$ cat config.mk
export PLATFORM = sky130hd
export DESIGN_NAME = jeff_counter_nbit
export DESIGN_NICKNAME = d
export VERILOG_FILES = /design/src/rtl/jeff_counter_nbit.sv
export SDC_FILE = /design/constraint.sdc
export NUM_CORES = 1
export LEC_CHECK = 0
export CAP_MARGIN = 40
export CORE_MARGIN = 5
export CORE_UTILIZATION = 35
export DETAILED_ROUTE_END_ITERATION = 10
export DONT_BUFFER_PORTS = 1
export HOLD_SLACK_MARGIN = 0.02
export PLACE_DENSITY = 0.49
export RECOVER_POWER = 50
export SETUP_SLACK_MARGIN = 0.4
export SLEW_MARGIN = 20
export SYNTH_ARGS = -nofsm -noshare
export SYNTH_HDL_FRONTEND = slang
export SYNTH_SLANG_ARGS = --single-unit
$ cat constraint.sdc
create_clock -name clk -period 1.9 [get_ports clk]
set_clock_uncertainty 0.05 [all_clocks]
set_input_delay 0.095 -clock clk [delete_from_list [all_inputs] [get_ports clk]]
set_output_delay 0.095 -clock clk [all_outputs]
set_load 0.02 [all_outputs]
$ cat src/rtl/jeff_counter_nbit.sv
// jeff_counter_nbit: presettable N-bit up/down counter with a programmable
// modulus, wrap or saturate at the terminal value, cascade enables
// (ent/enp with rco) and a sticky overflow/underflow flag.
module jeff_counter_nbit #(
  parameter int WIDTH       = 8,
  parameter int MAX_COUNT   = 2**WIDTH-1,
  parameter int RESET_VALUE = 0
) (
  input  logic             clk,
  input  logic             clr,
  input  logic             ld,
  input  logic             ent,
  input  logic             enp,
  input  logic             up,
  input  logic             sat,
  input  logic [WIDTH-1:0] d,
  output logic [WIDTH-1:0] q,
  output logic             rco,
  output logic             ovf
);

  localparam logic [WIDTH-1:0] MAX_V  = WIDTH'(MAX_COUNT);
  localparam logic [WIDTH-1:0] RST_V  = WIDTH'(RESET_VALUE);
  localparam logic [WIDTH-1:0] ZERO_V = '0;
  localparam logic [WIDTH-1:0] ONE_V  = WIDTH'(1);

  logic [WIDTH-1:0] q_q, q_d;
  logic             ovf_q, ovf_d;
  logic [WIDTH-1:0] term;
  logic [WIDTH-1:0] step_v;
  logic [WIDTH-1:0] wrap_v;
  logic [WIDTH-1:0] d_clamped;
  logic             at_term;

  // Load data is clamped to MAX_COUNT; with a full binary modulus every d
  // is already legal, so no comparator is built.
  generate
    if (MAX_COUNT >= (2**WIDTH) - 1) begin : g_full_range
      assign d_clamped = d;
    end else begin : g_clamp
      assign d_clamped = (d > MAX_V) ? MAX_V : d;
    end
  endgenerate

  // Direction-dependent terminal value, the plain +/-1 step and the value
  // taken when wrapping past the terminal.
  always_comb begin
    term    = up ? MAX_V : ZERO_V;
    at_term = (q_q == term);
    step_v  = up ? (q_q + ONE_V) : (q_q - ONE_V);
    wrap_v  = up ? ZERO_V : MAX_V;
  end

  // Next-state: load beats counting; counting stops at the terminal value,
  // so q can never step beyond MAX_COUNT even for non-binary moduli.
  always_comb begin
    q_d   = q_q;
    ovf_d = ovf_q;
    if (ld) begin
      q_d   = d_clamped;
      ovf_d = 1'b0;
    end else if (ent && enp) begin
      if (at_term) begin
        ovf_d = 1'b1;
        if (!sat) begin
          q_d = wrap_v;
        end
      end else begin
        q_d = step_v;
      end
    end
  end

  // State registers; clr has the highest priority of all operations.
  always_ff @(posedge clk) begin
    if (clr) begin
      q_q   <= RST_V;
      ovf_q <= 1'b0;
    end else begin
      q_q   <= q_d;
      ovf_q <= ovf_d;
    end
  end

  assign q   = q_q;
  assign ovf = ovf_q;
  // Carry out is purely combinational so a chained stage sees it in the
  // same cycle; it ignores enp so the whole chain shares one enp.
  assign rco = ent & at_term;

endmodule

# After elaboration in Yosys (flattened, before gate mapping)
# Cells that the tools add are included.
# word_totals
reg_bits	9
in_bits	15
out_inout_bits	10
elab_cells	19
# op_classes
add_sub_neg	2
eq_ne	2
n_mux	7
bitwise	1
reduce_logical	5
# ops
op	count
$mux 8	7
$add 8x1->8 const B	1
$eq 8x8->1	1
$sub 8x1->8 const B	1
$reduce_and 2->1	2
$ne 3x3->1 const B	1
$reduce_bool 2->1	1
$reduce_or 2->1	1
$and 1x1->1	1
$logic_and 1x1->1	1

# Logic depth before layout (Yosys ltp)
# depth
depth_word	5
mapped_depth	8
mapped_depth_nobuf	8

# Least setup slack after synthesis
# Ideal clock, no wire load.
# synth_path
path_kind	register to register
start	reg q_q[4] (netlist: q[4])
end	reg q_q[7] (netlist: q[7])
setup_ps	131
t_arrival_ps	2008
required_ps	1719
path_slack_ps	-289
stages_incl_launch_ff	8
n_path_buf	0
synth_period_minus_slack_ps	2189
cell_sequence	dfxtp_1 ha_1 a21o_1 a21o_1 a211oi_1 mux2_2 a21oi_1 nor4_2
# synth_between
elab_chain_len	5
elab_cells_between_ends	9
classes_between	2 x add/sub; 2 x eq/ne; 4 x mux; 1 x reduce/logical
# synth_rtl
element	line	text
from (decl)	27	logic [WIDTH-1:0] q_q, q_d;
from (signal assigned)	80	q_q <= q_d;
$sub 8x1->8 or $add 8x1->8 (tied branches)	50	step_v = up ? (q_q + ONE_V) : (q_q - ONE_V);
$mux 8	50	
$mux 8	63	if (at_term) begin
$mux 8	62	end else if (ent && enp) begin
$mux 8	59	if (ld) begin
# Parallel ways exist; a longest one is shown, timed or not. The select of a mux whose other input is x is not followed.
# A chain may end at the register's enable or synchronous reset.

# Final worst setup path
# layout_path
start	reg q_q[6] (netlist: q[6])
end	reg q_q[3] (netlist: q[3])
# layout_between
elab_chain_len	4
elab_cells_between_ends	6
classes_between	2 x eq/ne; 3 x mux; 1 x reduce/logical
# layout_rtl
element	line	text
$eq 8x8->1 (*)	49	at_term = (q_q == term);
$mux 8	63	
$mux 8	62	
$mux 8	59	
# Mark *: on every way between the ends. The rest lies on a longest branch, timed or not. The select of a mux whose other input is x is not followed.

==> out/summary.md <==
* global-route wire length before repair: 4422 um
* final period demand of the worst path: 2.032 ns
* Detailed Place HPWL: 1833 um
* non-filler instance count after layout: 158
* Nets: 153
* count of antenna diodes in the layout: 0
* count of endpoints failing hold in the final timing report: 9
* Die Ht: 58.72 um
* CP startpoint: q[6]$_SDFFE_PP0P_
* vias: 885
* maximum clock rate: 492.0 MHz
* Routed met2 length: 1219 um
* CP Class: reg -> reg
* setup repair after global routing missed its margin: yes
* proportion of register bits with asynchronous set or reset after synthesis: 0%
* Final Cycle Share: 107.0%
* power after layout: 0.7050 mW
* Cell Area, Synth: 830.8 um2
* initial core utilization: 37.20%
* layout cell share with drive strength beyond 1: 51.54%
* wire length on met1: 1283 um
* Longest Clk Path Bufs: 2
* insertion delay to the later sink of the worst-skew pair: 0.27 ns
* Post-synth EDFFs: 0
* via count of the first global-routing pass: 925
* total CTS buffers: 3
* count of TritonRoute iterations in the first routing pass: 4
* CTS clock-pin slew for the worst setup and hold paths: 0.07 ns
* power density of the placed cells: 539.2 mW/mm2
* worst supply voltage drop on vdd: 0.0003228 V
* data required time at the worst endpoint: 1.97 ns
* main area contributors after synthesis: dfxtp_1 22%, ha_1 9.0%, a21oi_1 6.6%
* most frequent cells after synthesis: 11 x a21oi_1, 9 x dfxtp_1, 7 x nand2_1, 7 x nor2_1, 6 x ha_1
* Finish-stage setup viols: 8
* status: finished, violations left
* Main synth FF type: dfxtp_1
* Detail Route Antenna Nets: 0
* CTS HTree Levels: 1
* DP Cell Count: 144
* pin count of the biggest net entering global routing: 16
* Port Buffers: 0
* Synth cell types: 40
* per-cell routed wire length: 16.71 um
* most frequent cell after synthesis: a21oi_1
* number of hold-repair buffers added at the cts stage: 1
* signed area change from the synthesized netlist to the final layout: 57.38%
* worst hold-check path type: in -> reg
* vias per std cell: 5.601
* endpoint kind of the worst setup timing path: flip-flop
* count of mapped cells out of synthesis: 99
* number of rows created at floorplan: 17
* Synth Warn #: 0
* CTS tree: done
* detailed router's first-iteration violation count: 9
* min setup slack post-route: -0.1324 ns
* Boundary Pins: 25
* initial antenna violation count: 0
* met3 wirelength from detailed routing: 111 um
* Reg-to-Reg Start: q[6]$_SDFFE_PP0P_
* DRC Markers: 0
* largest fanout on the critical path: 7
* worst hold margin: -0.1751 ns
* post-layout utilization of the core: 58.54%
* reg2reg setup slack: -0.13 ns
* Total Routing Usage GR: 16.67%
* number of storage elements in the synthesis netlist: 9
* mean area per synthesized cell: 8.392 um2
* horizontal die dimension: 58.72 um
* worst hold path startpoint: clr
* total congestion overflow after global routing: 0
* Die Area: 0.003448 mm2
* clock net sink count: 9
* kind of start point of the critical path: flip-flop
* number of maximum-capacitance violations: 0
* final slew viol count: 0
* headroom to the max-slew limit: 64.52%
* final WL: 2640 um
* leakage power summed over all cells: 0.5336 nW
* proportion of synthesized chip area in sequential cells: 21.69%
* CTS root buffer: clkbuf_4
* Tightest Pin Transition: 0.5304 ns
* Yosys top cell area share: 21.69%
* CORE AREA: 0.002233 mm2
* violated checks: hold timing, setup timing
* top routing layer in use: met4
* cell type with the highest aggregate area in the netlist: dfxtp_1
* Crit path arrival time: 2.10 ns
* net count after synthesis: 121
* worst setup slack before clock tree synthesis: -0.1499 ns
* routability cong.: 0.8117
[layout by cell type, fill, tap and decap left out, types with 2 or more instances in the layout]
master and n:
clkbuf_4 3, buf_4 21, a21oi_1 8, o21ai_0 3, nor4_2 2, clkbuf_1 3
nor3_1 2, a31oi_1 2, nor2_1 7, a21oi_2 3, nand2_1 7, ha_4 6
a21o_1 5, nand2b_1 2, nand3_1 2, inv_1 3, dfxtp_2 7, buf_6 5
mux2i_1 3, xor2_1 3, dfxtp_1 2, or3_4 2
[per-stage QoR]
stage,setup TNS (ns),area [um2]
finish,-0.5874,1308
global route,-1.284,1308
CTS,-0.2580,1195
detailed placement,-0.6717,1109
global placement,-0.6427,1109
floorplan,-0.07876,933.4
[routing by layer]
metal | up-vias | global-route usage (%)
li1 | 436 | -
met2 | 18 | 25.55
met4 | 0 | 5.825
met3 | 4 | 3.947
met1 | 427 | 22.64
met5 | - | 0
[cells by family (layout without fill, tap and decap cells)]
kind of cell    after synthesis  count (layout)  share of synthesized area, %
mux                           4               4                         4.970
simple gates                 32              32                         21.24
compound gates               36              36                         31.93
flops                         9               9                         21.69
fa+ha+maj                     7               7                         11.45
xor+xnor                      4               4                         4.218
buf+inv                       7              38                         4.516
[report_power, final]
group          total (mW)  switching [mW]  internal [mW]  leakage (nW)
clock               0.164          0.0831         0.0813        0.0150
sequential          0.221          0.0150          0.206        0.0766
combinational       0.319           0.154          0.165         0.442
[flip-flops by register name, indices dropped and copies added, names as in the netlist]
name / count
q: 8
ovf: 1
[worst max-delay path, stage by stage (launching register included)]
cell and delay, ns:
dfxtp_2 0.34, ha_4 0.27, nand4_1 0.11, buf_4 0.17, a211oi_4 0.21, buf_6 0.17, a21oi_4 0.11, buf_6 0.14
buf_4 0.13, nor3_4 0.13, a2111oi_2 0.05
[worst paths after layout]
kind                       endpoint  cells past startpoint
setup / recovery  q[3]$_SDFFE_PP0P_                     10
hold / removal    q[6]$_SDFFE_PP0P_                      1
setup reg to reg  q[3]$_SDFFE_PP0P_                     10
hold reg to reg    ovf$_SDFFE_PP0P_                      2
[final cells by class]
cell class / instances / area [um2]
Clock buffer: 4 / 26.28
Fill cell: 212 / 925.9
Inverter: 4 / 18.77
Multi-Input combinational cell: 83 / 787.0
Sequential cell: 9 / 188.9
Tap cell: 28 / 35.03
Timing Repair Buffer: 30 / 251.5
[timing repair]
| item | 4_1_cts | 5_1_grt |
|---|---|---|
| resized for setup | 6 | 16 |
| setup buffers | 3 | 6 |
| pin swaps | 6 | 17 |
| endpoints found under the setup margin | 10 | 10 |
| hold endpoints to repair | 9 | 9 |
Note: power is estimated with default switching activity, not from simulation.
